### src/rtl/reg_scoreboard_pkg.sv
// Shared constants, types and the source-hazard helper for the register scoreboard.
package reg_scoreboard_pkg;

    localparam int unsigned NUM_REGS = 32;
    localparam int unsigned CNT_W    = 2;
    localparam int unsigned CNT_MAX  = 3;
    localparam int unsigned TOTAL_W  = 7;
    localparam int unsigned REG_W    = 5;

    typedef logic [REG_W-1:0] reg_idx_t;
    typedef logic [CNT_W-1:0] cnt_t;

    // A source is hazardous when it is read, is not $0 and still has pending writes.
    // A writeback retiring the last pending write this cycle clears the hazard
    // because the register file writes in the first half-cycle.
    function automatic logic src_hazard(
        input logic     uses,
        input reg_idx_t src,
        input cnt_t     pend_src,
        input logic     wb_valid,
        input reg_idx_t wb_rd
    );
        return uses && (src != '0) && (pend_src != '0) &&
               !(wb_valid && (wb_rd == src) && (pend_src == CNT_W'(1)));
    endfunction

endpackage

### src/rtl/reg_scoreboard_if.sv
// Issue / writeback / status bundle between decode and the register scoreboard.
//   master: decode side (drives issue and writeback, observes stall and status)
//   slave : scoreboard side
interface reg_scoreboard_if;
    import reg_scoreboard_pkg::*;

    logic                    IssueValid;
    reg_idx_t                IssueRs;
    reg_idx_t                IssueRt;
    logic                    IssueUsesRs;
    logic                    IssueUsesRt;
    reg_idx_t                IssueRd;
    logic                    IssueRegWrite;
    logic                    WbValid;
    reg_idx_t                WbRd;
    logic                    Stall;
    logic                    PCWrite;
    logic                    DecodeRegWrite;
    logic                    MuxControl;
    logic [NUM_REGS-1:0]     BusyMask;
    logic [TOTAL_W-1:0]      OutstandingTotal;
    logic                    ErrOverflow;
    logic                    ErrUnderflow;

    modport master (
        output IssueValid, IssueRs, IssueRt, IssueUsesRs, IssueUsesRt,
               IssueRd, IssueRegWrite, WbValid, WbRd,
        input  Stall, PCWrite, DecodeRegWrite, MuxControl,
               BusyMask, OutstandingTotal, ErrOverflow, ErrUnderflow
    );

    modport slave (
        input  IssueValid, IssueRs, IssueRt, IssueUsesRs, IssueUsesRt,
               IssueRd, IssueRegWrite, WbValid, WbRd,
        output Stall, PCWrite, DecodeRegWrite, MuxControl,
               BusyMask, OutstandingTotal, ErrOverflow, ErrUnderflow
    );

endinterface

### src/rtl/scoreboard_entry.sv
// One saturating pending-write counter for a single architectural register.
//   clk, rst_n : clock, async active-low reset
//   inc, dec   : accepted write / retired writeback this cycle
//   cnt        : registered pending count
//   ovf, unf   : this cycle's increment saturated / decrement hit zero
module scoreboard_entry
    import reg_scoreboard_pkg::*;
(
    input  logic clk,
    input  logic rst_n,
    input  logic inc,
    input  logic dec,
    output cnt_t cnt,
    output logic ovf,
    output logic unf
);

    cnt_t cnt_q;
    cnt_t cnt_d;

    // Simultaneous inc and dec cancel, so neither limit can be violated.
    always_comb begin
        cnt_d = cnt_q;
        ovf   = 1'b0;
        unf   = 1'b0;
        if (inc && !dec) begin
            if (cnt_q == CNT_W'(CNT_MAX)) ovf   = 1'b1;
            else                          cnt_d = cnt_q + CNT_W'(1);
        end else if (dec && !inc) begin
            if (cnt_q == '0) unf   = 1'b1;
            else             cnt_d = cnt_q - CNT_W'(1);
        end
    end

    always_ff @(posedge clk or negedge rst_n) begin
        if (!rst_n) cnt_q <= '0;
        else        cnt_q <= cnt_d;
    end

    assign cnt = cnt_q;

endmodule

### src/rtl/reg_scoreboard.sv
// Register scoreboard: tracks outstanding writes per register and stalls decode
// on RAW hazards.
//   Clk, Rst_n : clock, async active-low reset
//   sb         : issue/writeback inputs; Stall/PCWrite/DecodeRegWrite/MuxControl,
//                BusyMask, OutstandingTotal and sticky error flags out
module reg_scoreboard
    import reg_scoreboard_pkg::*;
(
    input  logic             Clk,
    input  logic             Rst_n,
    reg_scoreboard_if.slave  sb
);

    cnt_t                pend [NUM_REGS];
    logic [NUM_REGS-1:0] ovf_vec;
    logic [NUM_REGS-1:0] unf_vec;
    logic                haz_rs;
    logic                haz_rt;
    logic                stall;
    logic                accept;
    logic [NUM_REGS-1:0] busy;
    logic [TOTAL_W-1:0]  total;
    logic                err_ovf_q, err_ovf_d;
    logic                err_unf_q, err_unf_d;

    // $0 is never tracked.
    assign pend[0]    = '0;
    assign ovf_vec[0] = 1'b0;
    assign unf_vec[0] = 1'b0;

    for (genvar r = 1; r < int'(NUM_REGS); r++) begin : g_entry
        logic inc;
        logic dec;
        assign inc = accept && (sb.IssueRd == REG_W'(r));
        assign dec = sb.WbValid && (sb.WbRd == REG_W'(r));
        scoreboard_entry u_entry (
            .clk   (Clk),
            .rst_n (Rst_n),
            .inc   (inc),
            .dec   (dec),
            .cnt   (pend[r]),
            .ovf   (ovf_vec[r]),
            .unf   (unf_vec[r])
        );
    end

    // Hazard detection and accept decision.
    always_comb begin
        haz_rs = src_hazard(sb.IssueUsesRs, sb.IssueRs, pend[sb.IssueRs], sb.WbValid, sb.WbRd);
        haz_rt = src_hazard(sb.IssueUsesRt, sb.IssueRt, pend[sb.IssueRt], sb.WbValid, sb.WbRd);
        stall  = sb.IssueValid && (haz_rs || haz_rt);
        accept = sb.IssueValid && !stall && sb.IssueRegWrite && (sb.IssueRd != '0);
    end

    // Status derived from registered counts only.
    always_comb begin
        busy  = '0;
        total = '0;
        for (int unsigned i = 1; i < NUM_REGS; i++) begin
            busy[i] = (pend[i] != '0);
            total   = total + TOTAL_W'(pend[i]);
        end
    end

    // Sticky error flags.
    always_comb begin
        err_ovf_d = err_ovf_q | (|ovf_vec);
        err_unf_d = err_unf_q | (|unf_vec);
    end

    always_ff @(posedge Clk or negedge Rst_n) begin
        if (!Rst_n) begin
            err_ovf_q <= 1'b0;
            err_unf_q <= 1'b0;
        end else begin
            err_ovf_q <= err_ovf_d;
            err_unf_q <= err_unf_d;
        end
    end

    assign sb.Stall            = stall;
    assign sb.PCWrite          = !stall;
    assign sb.DecodeRegWrite   = !stall;
    assign sb.MuxControl       = stall;
    assign sb.BusyMask         = busy;
    assign sb.OutstandingTotal = total;
    assign sb.ErrOverflow      = err_ovf_q;
    assign sb.ErrUnderflow     = err_unf_q;

endmodule

### src/flat_wrapper.sv
// flat-port wrapper written by rule: the top's interface ports become plain ports
module reg_scoreboard_flat import reg_scoreboard_pkg::*;
  (Clk, Rst_n, sb_IssueValid, sb_IssueRs, sb_IssueRt, sb_IssueUsesRs, sb_IssueUsesRt, sb_IssueRd, sb_IssueRegWrite, sb_WbValid, sb_WbRd, sb_Stall, sb_PCWrite, sb_DecodeRegWrite, sb_MuxControl, sb_BusyMask, sb_OutstandingTotal, sb_ErrOverflow, sb_ErrUnderflow);
  reg_scoreboard_if sb_i ();
  input  logic Clk;
  input  logic Rst_n;
  input wire logic [$bits(sb_i.IssueValid)-1:0] sb_IssueValid;
  input wire logic [$bits(sb_i.IssueRs)-1:0] sb_IssueRs;
  input wire logic [$bits(sb_i.IssueRt)-1:0] sb_IssueRt;
  input wire logic [$bits(sb_i.IssueUsesRs)-1:0] sb_IssueUsesRs;
  input wire logic [$bits(sb_i.IssueUsesRt)-1:0] sb_IssueUsesRt;
  input wire logic [$bits(sb_i.IssueRd)-1:0] sb_IssueRd;
  input wire logic [$bits(sb_i.IssueRegWrite)-1:0] sb_IssueRegWrite;
  input wire logic [$bits(sb_i.WbValid)-1:0] sb_WbValid;
  input wire logic [$bits(sb_i.WbRd)-1:0] sb_WbRd;
  output wire logic [$bits(sb_i.Stall)-1:0] sb_Stall;
  output wire logic [$bits(sb_i.PCWrite)-1:0] sb_PCWrite;
  output wire logic [$bits(sb_i.DecodeRegWrite)-1:0] sb_DecodeRegWrite;
  output wire logic [$bits(sb_i.MuxControl)-1:0] sb_MuxControl;
  output wire logic [$bits(sb_i.BusyMask)-1:0] sb_BusyMask;
  output wire logic [$bits(sb_i.OutstandingTotal)-1:0] sb_OutstandingTotal;
  output wire logic [$bits(sb_i.ErrOverflow)-1:0] sb_ErrOverflow;
  output wire logic [$bits(sb_i.ErrUnderflow)-1:0] sb_ErrUnderflow;
  assign sb_i.IssueValid = sb_IssueValid;
  assign sb_i.IssueRs = sb_IssueRs;
  assign sb_i.IssueRt = sb_IssueRt;
  assign sb_i.IssueUsesRs = sb_IssueUsesRs;
  assign sb_i.IssueUsesRt = sb_IssueUsesRt;
  assign sb_i.IssueRd = sb_IssueRd;
  assign sb_i.IssueRegWrite = sb_IssueRegWrite;
  assign sb_i.WbValid = sb_WbValid;
  assign sb_i.WbRd = sb_WbRd;
  assign sb_Stall = sb_i.Stall;
  assign sb_PCWrite = sb_i.PCWrite;
  assign sb_DecodeRegWrite = sb_i.DecodeRegWrite;
  assign sb_MuxControl = sb_i.MuxControl;
  assign sb_BusyMask = sb_i.BusyMask;
  assign sb_OutstandingTotal = sb_i.OutstandingTotal;
  assign sb_ErrOverflow = sb_i.ErrOverflow;
  assign sb_ErrUnderflow = sb_i.ErrUnderflow;
  reg_scoreboard u_core (.Clk(Clk), .Rst_n(Rst_n), .sb(sb_i));
endmodule
### config.mk
export PLATFORM = sky130hd
export DESIGN_NAME = reg_scoreboard_flat
export DESIGN_NICKNAME = d
export VERILOG_FILES = /design/src/rtl/reg_scoreboard_pkg.sv /design/src/rtl/reg_scoreboard_if.sv /design/src/rtl/scoreboard_entry.sv /design/src/rtl/reg_scoreboard.sv /design/src/flat_wrapper.sv
export SDC_FILE = /design/constraint.sdc
export NUM_CORES = 1
export LEC_CHECK = 0
export BUFFER_PORTS_ARGS = -buffer_cell sky130_fd_sc_hd__buf_2
export CAP_MARGIN = 15
export CORE_AREA = 2 2 141 143
export CTS_CLUSTER_SIZE = 12
export DETAILED_ROUTE_END_ITERATION = 8
export DIE_AREA = 0 0 143 145
export PLACE_DENSITY = 0.69
export SKIP_CTS_REPAIR_TIMING = 1
export SKIP_LAST_GASP = 1
export SYNTH_ARGS = -nofsm -noshare
export SYNTH_HDL_FRONTEND = slang
export SYNTH_SLANG_ARGS = --single-unit
### constraint.sdc
create_clock -name Clk -period 6.45 [get_ports Clk]
set_input_delay 0.9675 -clock Clk [delete_from_list [all_inputs] [get_ports Clk]]
set_output_delay 0.9675 -clock Clk [all_outputs]
set_load 0.05 [all_outputs]
# Yosys cells after proc, flatten, opt, wreduce, memory -nomap -nowiden
# Index checks and enable logic that the tools add are counted.
# word_totals
register_bits	64
in_bits	27
out_inout_bits	45
elab_cells	910
# op_classes
n_addsub	92
n_lt_le_gt_ge	2
n_eq_ne	159
mux	285
n_bitwise	4
n_reduce_logical	335
# ops
op	n
two-way mux 2 bit	128
adder 7 x 2 -> 7 bit	29
equality test 5 bit, second input constant	32
two-way mux 1 bit	155
logical AND 1 bit	138
nonzero test 2 bit	64
inequality test 2 bit, second input constant	62
AND reduction 3 bit	31
equality test 5 x 4 -> 1 bit, second input constant	16
zero test 1 bit	65
adder 2 x 1 -> 2 bit, second input constant	31
equality test 2 bit, second input constant	31
zero test 2 bit	31
OR reduction 31 bit	2
subtractor 2 x 1 -> 2 bit, second input constant	31
equality test 5 x 3 -> 1 bit, second input constant	8
binary-select mux 2 bit (select 5 bit)	2
equality test 5 x 2 -> 1 bit, second input constant	4
nonzero test 5 bit	3
>= comparator 6 bit, second input constant	2
inverter 5 -> 6 bit	2
equality test 5 x 1 -> 1 bit, second input constant	2
equality test 5 bit	2
equality test 2 x 1 -> 1 bit, second input constant	2
other kinds (3)	4

# Depth between registers and ports, before layout
# Gate-level depths: netlist of the first run.
# depth
depth_word	30
ltp_mapped	22
ltp_nobuf	22

# Hierarchy
# Synthesis of the first run repeated with hierarchy kept, for this count alone.
# unflattened
hier_cells	951
area_unflattened_um2	8602.0
# by_module_without_submodules
module	instances	cells_per_inst	area_per_inst_um2	seq_area_each_um2
scoreboard_entry	31	15	141.4	50.0
reg_scoreboard	1	486	4219.0	50.0

# Worst setup path before layout of the first run
# No wires, ideal clock.
# synth_path
path_kind	register to output
from	register u_core.g_entry[2].u_entry.cnt_q[1]
to	output port sb_OutstandingTotal[5]
t_arrival_ns	6.347
required_time_ns	5.483
slack_ns	-0.864
stages_incl_launch_ff	20
path_buffers	1
path_cell_list	dfrtp_1 clkbuf_1 inv_1 fa_1 inv_1 fa_1 fa_1 fa_1 fa_1 fa_1 fa_1 inv_1 fa_1 inv_1 ha_1 a21o_1 a21oi_1 o21bai_1 a21oi_1 xnor2_1
# synth_via
elab_chain_cells	30
# synth_rtl
item	line	rtl
from (decl)	scoreboard_entry.sv:18	cnt_t cnt_q;
from (signal assigned)	scoreboard_entry.sv:37	else cnt_q <= cnt_d;
adder 2 x 2 -> 3 bit	reg_scoreboard.sv:61	total = total + TOTAL_W'(pend[i]);
adder 7 x 2 -> 7 bit (29 in a row)	reg_scoreboard.sv:61	
to (decl)	flat_wrapper.sv:21	output wire logic [$bits(sb_i.OutstandingTotal)-1:0] sb_OutstandingTotal;
# No other way between the ends.

# Final worst setup path of the first run
# layout_path
from	register u_core.g_entry[2].u_entry.cnt_q[0]
to	output port sb_OutstandingTotal[5]
# Same word-level chain as after synthesis.

==> flow_summary.json, run 1 <==
{
  "ys.flop_type": "dfrtp_1",
  "crit_top_cell": "fa_1",
  "clk_latency_ns": 0.35,
  "fin_crit_ns": 7.112,
  "clockBufferDepth": 2,
  "rows": 51,
  "r2r-end": "u_core.sb.ErrUnderflow",
  "layout-drive-gt1-share_pct": 20.13,
  "top_level_ports": 72,
  "synth-edff-count": 0,
  "grt_antenna_before_repair": 0,
  "drt_first_pass_iters": 7,
  "startpoint_type": "register",
  "layout_setup_ws_ns": -0.6624,
  "num_vias": 8041,
  "port_buffers": 70,
  "synth_area_um2": 8508,
  "tightest_slew_ns": 1.098,
  "synth.avg_cell_area_um2": 8.638,
  "die_w_um": 143,
  "ys_seq_area_share_pct": 18.82,
  "critPathLaunch": "u_core.g_entry[2].u_entry.cnt[0]",
  "violations": "negative setup slack",
  "finalWirelength_um": 28760,
  "clock-sinks": 64,
  "crit_path_max_incr_delay_ns": 0.56,
  "cts_buffers": 9,
  "clock_skew_ns": 0.01048,
  "place_hpwl_um": 23180,
  "drcViolationCount": 0,
  "cts_tree": "built",
  "dp_cells": 1331,
  "viasPerCell": 5.965,
  "min_path_type": "register to register",
  "finalHoldViolations": 0,
  "worst_ep_required_time_ns": 5.48,
  "diodes": 0,
  "core_um2": 19210,
  "start_util_pct": 44.30,
  "finalNonFillerCells": 1348,
  "crit_type": "register to primary output",
  "grt_max_degree": 65,
  "synthesis.nets": 1143,
  "rrSetupSlack_ns": 2.15,
  "crit_arrival_ns": 6.14,
  "reg2reg_from": "u_core.g_entry[22].u_entry.cnt[0]",
  "synth-seq-cells": 64,
  "outcome": "complete, but fails checks",
  "hold_ws_ns": 0.5908,
  "die-area_um2": 20740,
  "clkTransAtPathRegs_ns": 0.06,
  "rsz0062_at_grt": "true",
  "cp_slowest_cell": "fa_2",
  "synth_warnings": 0,
  "track_usage_pct": 28.33,
  "synth.distinct_cells": 48,
  "antenna_left": 0,
  "area_delta_synth_final_pct": 15.81,
  "finalCritPeriodShare_pct": 110.3,
  "overflow": 0,
  "cts_root_buf": "clkbuf_16",
  "grt_pass1_vias": 7728,
  "layout.nets": 1236,
  "maxCapViolations": 0,
  "clock.fmax_mhz": 140.6,
  "cp_cell_sequence": "ha_2 > inv_2 > fa_1 > inv_2 > fa_1 > fa_2 > fa_1 > fa_2 > fa_1 > fa_1 > inv_2 > fa_1 > inv_2 > ha_4 > a21o_1 > a21oi_2 > o21bai_1 > a21oi_2 > xnor2_4 > buf_6",
  "slew-limit-headroom_pct": 26.80,
  "drtIter0Drc": 1047,
  "worst_setup_path_end_kind": "primary output",
  "async_reset_ff_share_pct": 100.0,
  "dieHeight_um": 145,
  "fillCellCount": 1830,
  "r2r_cells": 12,
  "dp_worst_setup_slack_ns": -0.4153,
  "crit_end": "sb_OutstandingTotal[5]",
  "setup_violations": 6,
  "gp_congestion": 0.9986,
  "grt_pass1_wl_um": 43940,
  "crit_path_max_fanout": 2,
  "synthesis.instances": 985,
  "finalMaxSlewViolations": 0,
  "wl_per_cell_um": 21.34,
  "htreeDepth": 3
}
## routing by layer
layer,GRT usage [%],part of all wire (%)
met1,40.01,42
met3,6.271,10
met4,11.83,4.5
met2,41.89,43
met5,0,0
## worst max-delay path, delay by kind of cell, from the launching register on
family / cells / cell delay, ns
DFF: 1 / 0.35
buffers and inverters: 5 / 0.36
adders and majority gates: 10 / 4.29
AOI/OAI and AO/OA: 4 / 0.64
xor gates and xnor gates: 1 / 0.14
## cell families (layout without fill, tap and decap cells)
| kind of cell | Yosys count | in the layout | synth area share [%] |
|---|---|---|---|
| compound gates | 147 | 147 | 10.22 |
| xor+xnor | 14 | 14 | 1.441 |
| fa+ha+maj | 131 | 131 | 24.29 |
| buf+inv | 182 | 280 | 8.824 |
| flops | 64 | 64 | 18.82 |
| mux | 67 | 67 | 11.99 |
| other cells | 1 | 1 | 0.04408 |
| simple gates | 379 | 379 | 24.37 |
## cells in the mapped netlist, types with 2 or more instances
master,number,share of area (%)
clkbuf_1,27,1.2
fa_1,57,13
ha_1,74,11
o21ai_0,68,4.0
nand3b_1,3,0.26
buf_2,5,0.29
o22ai_1,4,0.29
and3_1,10,0.74
or4_1,2,0.18
nand4_1,35,2.6
a31oi_1,3,0.22
or2_2,26,1.9
a21oi_1,30,1.8
nand2_1,82,3.6
xnor2_1,9,0.93
nand2b_1,9,0.66
nor3b_1,26,2.3
nor2_1,34,1.5
nand3_1,41,2.4
o31a_1,12,1.2
nor2b_1,37,2.7
buf_1,7,0.31
mux2_2,4,0.53
nor4b_1,9,0.93
a211oi_1,15,1.3
mux4_2,21,5.6
buf_6,4,0.53
mux2i_1,37,4.4
dfrtp_1,64,19
inv_1,134,5.9
o211ai_1,3,0.26
o21bai_1,7,0.62
nor3_1,20,1.2
xor2_1,5,0.51
and2_1,4,0.29
buf_4,4,0.35
or3_1,6,0.44
nor4_1,33,2.4
mux4_1,5,1.5
## stage by stage
stage / cell area, um^2 / setup TNS, ns / utilization, %
2_1_floorplan: 8603 / -0.7800 / -
3_5_place_dp: 9478 / -1.247 / 49.35
5_1_grt: 9853 / -3.731 / 51.30
6_report: 9853 / -2.727 / 51.30
3_3_place_gp: 9478 / -0.9887 / 49.35
4_1_cts: 9776 / -3.443 / 50.90
## sequential cells by signal (all words and copies together) (netlist names)
signal,count
u_core.g_entry.u_entry.cnt,62
u_core.sb.ErrUnderflow,1
u_core.sb.ErrOverflow,1
## cells in the final DEF, fill, tap and decap left out, types with 4 or more instances in the layout
cell / instances
inv_1: 130
nand2_1: 82
ha_1: 71
o21ai_0: 67
buf_2: 64
dfrtp_1: 64
buf_4: 58
fa_1: 54
nand3_1: 41
mux2i_1: 37
nor2b_1: 37
nand4_1: 35
nor2_1: 33
nor4_1: 33
a21oi_1: 27
nor3b_1: 26
or2_2: 26
mux4_2: 21
nor3_1: 20
a211oi_1: 15
o31a_1: 12
and3_1: 10
nor4b_1: 9
clkbuf_16: 9
nand2b_1: 8
o21bai_1: 7
buf_6: 7
xnor2_1: 6
or3_1: 6
mux4_1: 5
mux2_2: 4
and2_1: 4
xor2_1: 4
o22ai_1: 4
inv_2: 4
## cell type report
type,instances,area [um^2],share of cell area [%]
well taps,265,331.6,3.365
multi-input cells,739,6257,63.50
flip-flops and latches,64,1602,16.25
clock inverters,7,72.57,0.7365
clock buffers,9,225.2,2.286
repair buffers,130,862.1,8.749
inverters,134,503.0,5.105
## worst min path at each step
stage | start | endpoint | slack [ns] | cells after the start
after CTS | u_core.g_entry[26].u_entry.cnt[0] | u_core.g_entry[26].u_entry.cnt[1] | 0.59 | 2
after floorplan | u_core.g_entry[14].u_entry.cnt[1] | u_core.g_entry[14].u_entry.cnt[0] | 0.55 | 1
after detailed placement | u_core.g_entry[26].u_entry.cnt[0] | u_core.g_entry[26].u_entry.cnt[1] | 0.57 | 2
after global placement | u_core.g_entry[27].u_entry.cnt[0] | u_core.g_entry[27].u_entry.cnt[1] | 0.57 | 2
final | u_core.g_entry[26].u_entry.cnt[0] | u_core.g_entry[26].u_entry.cnt[1] | 0.59 | 2
after global routing | u_core.g_entry[2].u_entry.cnt[0] | u_core.g_entry[2].u_entry.cnt[0] | 0.64 | 2
Power of run 1 is left out: the tool's default activity adds up to more than one toggle a clock period on the data nets, which glitch-free logic cannot reach.
==> run 2: changes to the inputs <==
SETUP_SLACK_MARGIN = 0.02   (was not set)
==> run 2 against run 1 <==
  * The run still ends with negative setup slack left
  * Maximum frequency shrank 0.79%
  * First-iteration DRC count is 18% lower
  * Via count is 0.12% lower
  * Critical path depth stayed put
==> flow_summary.json, run 2 (synthesized netlist as in run 1, its figures left out) <==
{
  "setup_violations": 6,
  "grt_antenna_before_repair": 0,
  "cp_cell_sequence": "ha_2 > inv_2 > fa_1 > inv_2 > fa_1 > fa_1 > fa_1 > fa_1 > fa_1 > fa_1 > inv_1 > fa_1 > inv_2 > ha_4 > a21o_1 > a21oi_2 > o21bai_1 > a21oi_2 > xnor2_4 > buf_6",
  "layout_common_cells": "inv_1 (131), nand2_1 (82), ha_1 (71)",
  "final_common_cell": "inv_1",
  "rrSetupSlack_ns": 2.09,
  "clock_skew_ns": 0.005761,
  "layout-drive-gt1-share_pct": 19.61,
  "clkTransAtPathRegs_ns": 0.06,
  "min_from": "u_core.g_entry[14].u_entry.cnt[1]",
  "drcViolationCount": 0,
  "top_level_ports": 72,
  "antenna_left": 0,
  "finalNonFillerCells": 1346,
  "layout_setup_ws_ns": -0.7193,
  "ff_latch_area_um2": 1602,
  "r2r-end": "u_core.sb.ErrUnderflow",
  "finalHoldViolations": 0,
  "clockBufferDepth": 2,
  "violations": "negative setup slack",
  "crit_top_cell": "fa_1",
  "fin_area_um2": 9822,
  "gp_congestion": 0.9924,
  "cp_top_family": "adder cells",
  "dp_worst_setup_slack_ns": -0.4507,
  "place_hpwl_um": 22890,
  "core_um2": 19210,
  "layout.nets": 1235,
  "multi_input_area_um2": 6264,
  "maxCapViolations": 0,
  "startpoint_type": "register",
  "outcome": "complete, but fails checks",
  "viasPerCell": 5.967,
  "critPathLaunch": "u_core.g_entry[1].u_entry.cnt[0]",
  "clk_latency_ns": 0.35,
  "finalCritPeriodShare_pct": 111.2,
  "die-area_um2": 20740,
  "htreeDepth": 3,
  "crit_path_max_fanout": 2,
  "slew-limit-headroom_pct": 24.98,
  "r2r_cells": 12,
  "finalMaxSlewViolations": 0,
  "worst_ep_required_time_ns": 5.48,
  "cts_buffers": 9,
  "crit_arrival_ns": 6.20,
  "cp_slowest_cell": "fa_1",
  "rows": 51,
  "port_buffers": 70,
  "crit_cells": 20,
  "crit_type": "register to primary output",
  "grt_pass1_vias": 7467,
  "min_path_type": "register to register",
  "crit_path_max_incr_delay_ns": 0.54,
  "die_w_um": 143,
  "dieHeight_um": 145,
  "crit_end": "sb_OutstandingTotal[5]",
  "cp_num_buf_inv": 5,
  "rsz0062_at_grt": "true",
  "clock.fmax_mhz": 139.5,
  "cts_root_buf": "clkbuf_16",
  "clock-sinks": 64,
  "fillCellCount": 1805,
  "reg2reg_from": "u_core.g_entry[4].u_entry.cnt[0]",
  "largest_reg_flops": 62,
  "num_vias": 8031,
  "dp_cells": 1331,
  "cts_tree": "built",
  "wl_per_cell_um": 21.03,
  "post-route-util_pct": 51.14,
  "grt_pass1_wl_um": 42640,
  "start_util_pct": 44.30,
  "track_usage_pct": 27.52,
  "tightest_slew_ns": 1.110,
  "diodes": 0,
  "grt_max_degree": 65,
  "fin_crit_ns": 7.169,
  "dpl_cell_area_um2": 9489,
  "area_delta_synth_final_pct": 15.44,
  "drt_first_pass_iters": 7,
  "finalWirelength_um": 28310,
  "drtIter0Drc": 861,
  "overflow": 0,
  "worst_setup_path_end_kind": "primary output"
}
## run 2: cell count changes in the layout (fill, tap and decap cells not counted), sizes merged
cell      delta
clkinv       -1
clkbuf       +2
buf          -1
clkinvlp     -2
## run 2: per-layer routing
metal  wire length (um)  track usage, %  part of all wire [%]  vias to the layer above
met1              11410           38.70                    40                     3842
met2              12420           40.69                    44                      494
li1                   -               -                     -                     3619
met5                  0               0                     0                        -
met3               3240           5.974                    11                       76
met4               1241           12.03                   4.4                        0
## run 2: layout make-up
type	instances	share of cell area [%]
tap	265	3.376
clock buffer	11	2.471
inverter	134	5.121
clock inverter	4	0.4586
multi-input combinational	739	63.77
timing repair buffer	129	8.497
sequential	64	16.31
## run 2: how the worst min path moves through the flow
| stage | to | cells after the start |
|---|---|---|
| after floorplan | u_core.g_entry[14].u_entry.cnt[0] | 1 |
| after global placement | u_core.g_entry[14].u_entry.cnt[1] | 2 |
| after detailed placement | u_core.g_entry[14].u_entry.cnt[1] | 2 |
| after CTS | u_core.g_entry[14].u_entry.cnt[1] | 2 |
| after global routing | u_core.g_entry[18].u_entry.cnt[1] | 2 |
| final | u_core.g_entry[14].u_entry.cnt[1] | 2 |
## run 2: stage by stage
step           setup TNS, ns  hold slack (ns)
6_report              -2.990           0.5886
5_1_grt               -4.207           0.6278
4_1_cts               -3.683           0.6048
3_5_place_dp          -1.416           0.5976
3_3_place_gp         -0.9364           0.5870
2_1_floorplan        -0.8615           0.5533
## run 2: tightest hold or removal path: stages, from the launching register on
cell	delay, ns
dfrtp_1	0.37
inv_1	0.08
o21ai_0	0.09
Power of run 2 is left out for the same reason.
==> run 3: changes to the inputs <==
PLACE_DENSITY = 0.66   (was 0.69)
clock period = 7.78 ns   (was 6.45 ns; I/O delays follow)
==> run 3 against run 2 <==
  * The flow now finishes without violations
  * Final cell count fell by 3.6%
  * Wire length is essentially flat
  * Hold slack lost 0.077 ns
  * Setup slack better by 1.0 ns
  * First-iteration DRC count shrank 0.12%
  * Die area is the same
  * Critical path type unchanged
==> flow_summary.json, run 3 (synthesized netlist as in run 1, its figures left out) <==
{
  "outcome": "finished clean",
  "rrSetupSlack_ns": 3.68,
  "fillCellCount": 1833,
  "cp_slowest_cell": "fa_1",
  "grt_antenna_before_repair": 0,
  "layout-drive-gt1-share_pct": 15.00,
  "crit_path_max_fanout": 4,
  "drtIter0Drc": 860,
  "grt_pass1_wl_um": 43090,
  "area_delta_synth_final_pct": 9.588,
  "drcViolationCount": 0,
  "core_um2": 19210,
  "maxCapViolations": 0,
  "wl_per_cell_um": 21.82,
  "crit_path_max_incr_delay_ns": 0.54,
  "viasPerCell": 6.002,
  "drt_first_pass_iters": 5,
  "top_level_ports": 72,
  "htreeDepth": 3,
  "cp_cell_sequence": "ha_1 > inv_1 > fa_1 > inv_2 > fa_1 > fa_1 > fa_1 > fa_1 > fa_1 > fa_1 > inv_1 > fa_1 > inv_1 > ha_1 > a21o_1 > a21oi_2 > o21bai_1 > a21oi_2 > xnor2_1 > buf_4",
  "startpoint_type": "register",
  "crit_type": "register to primary output",
  "dieHeight_um": 145,
  "clkTransAtPathRegs_ns": 0.06,
  "rows": 51,
  "clock.fmax_mhz": 133.8,
  "die_w_um": 143,
  "die-area_um2": 20740,
  "dp_cells": 1279,
  "final_common_cell": "inv_1",
  "antenna_left": 0,
  "crit_top_cell": "fa_1",
  "finalCritPeriodShare_pct": 96.03,
  "min_path_cells": 1,
  "finalHoldViolations": 0,
  "tightest_slew_ns": 1.303,
  "grt_max_degree": 65,
  "cp_top_family": "adder cells",
  "min_path_type": "register to register",
  "track_usage_pct": 27.92,
  "gp_congestion": 0.9825,
  "largest_reg_flops": 62,
  "cts_tree": "built",
  "clock_skew_ns": 0.01060,
  "finalNonFillerCells": 1298,
  "cp_num_buf_inv": 5,
  "multi_input_area_um2": 6172,
  "dpl_cell_area_um2": 8995,
  "start_util_pct": 44.30,
  "crit_cells": 20,
  "holdPathEnd": "u_core.g_entry[1].u_entry.cnt[0]",
  "diodes": 0,
  "cts_buffers": 9,
  "worst_setup_path_end_kind": "primary output",
  "rsz0062_at_grt": "false",
  "clock-sinks": 64,
  "reg2reg_from": "u_core.g_entry[4].u_entry.cnt[0]",
  "clk_latency_ns": 0.36,
  "grt_pass1_vias": 7184,
  "finalMaxSlewViolations": 0,
  "fin_crit_ns": 7.471,
  "fin_area_um2": 9324,
  "overflow": 0,
  "place_hpwl_um": 22100,
  "num_vias": 7790,
  "clockBufferDepth": 2,
  "port_buffers": 70,
  "layout.nets": 1186,
  "r2r_cells": 12,
  "crit_arrival_ns": 6.30,
  "ff_latch_area_um2": 1603,
  "r2r-end": "u_core.sb.ErrUnderflow",
  "worst_ep_required_time_ns": 6.61,
  "cts_root_buf": "clkbuf_16",
  "finalWirelength_um": 28320,
  "layout_common_cells": "inv_1 (133), nand2_1 (82), ha_1 (74)",
  "min_from": "u_core.g_entry[1].u_entry.cnt[0]",
  "setup_violations": 0,
  "slew-limit-headroom_pct": 11.90
}
run 3: area by class of cell:
type,instances,share of cell area (%)
repair buffers,80,4.670
clock buffers,9,2.415
well taps,265,3.556
inverters,134,5.395
flip-flops and latches,64,17.19
multi-input cells,739,66.20
clock inverters,7,0.5770
run 3: metrics by stage:
| stage | worst slack, ns | setup TNS (ns) | hold slack (ns) | utilization (%) |
|---|---|---|---|---|
| finish | 0.3088 | 0 | 0.5118 | 48.54 |
| floorplan | 0.2664 | 0 | 0.5533 | - |
| detailed placement | 0.2396 | 0 | 0.6288 | 46.83 |
| global placement | 0.3032 | 0 | 0.6078 | 46.83 |
| global route | 0.08784 | 0 | 0.5242 | 48.54 |
| CTS | -0.1633 | -0.3458 | 0.6452 | 48.28 |
run 3: worst max-delay path by stage:
stage / start / endpoint / slack, ns
after floorplan: u_core.g_entry[2].u_entry.cnt[1] / sb_OutstandingTotal[5] / 0.27
after global placement: u_core.g_entry[1].u_entry.cnt[0] / sb_OutstandingTotal[5] / 0.30
after detailed placement: u_core.g_entry[1].u_entry.cnt[0] / sb_OutstandingTotal[5] / 0.24
after CTS: u_core.g_entry[1].u_entry.cnt[0] / sb_OutstandingTotal[5] / -0.16
after global routing: u_core.g_entry[1].u_entry.cnt[0] / sb_OutstandingTotal[5] / 0.09
final: u_core.g_entry[1].u_entry.cnt[0] / sb_OutstandingTotal[5] / 0.31
run 3: metal layers:
| layer | wire length, um | track usage [%] | vias up |
|---|---|---|---|
| li1 | - | - | 3526 |
| met1 | 12030 | 40.77 | 3762 |
| met2 | 12480 | 40.19 | 441 |
| met3 | 2840 | 6.469 | 61 |
| met4 | 971 | 10.25 | 0 |
| met5 | 0 | 0 | - |
Power of run 3 is left out for the same reason.
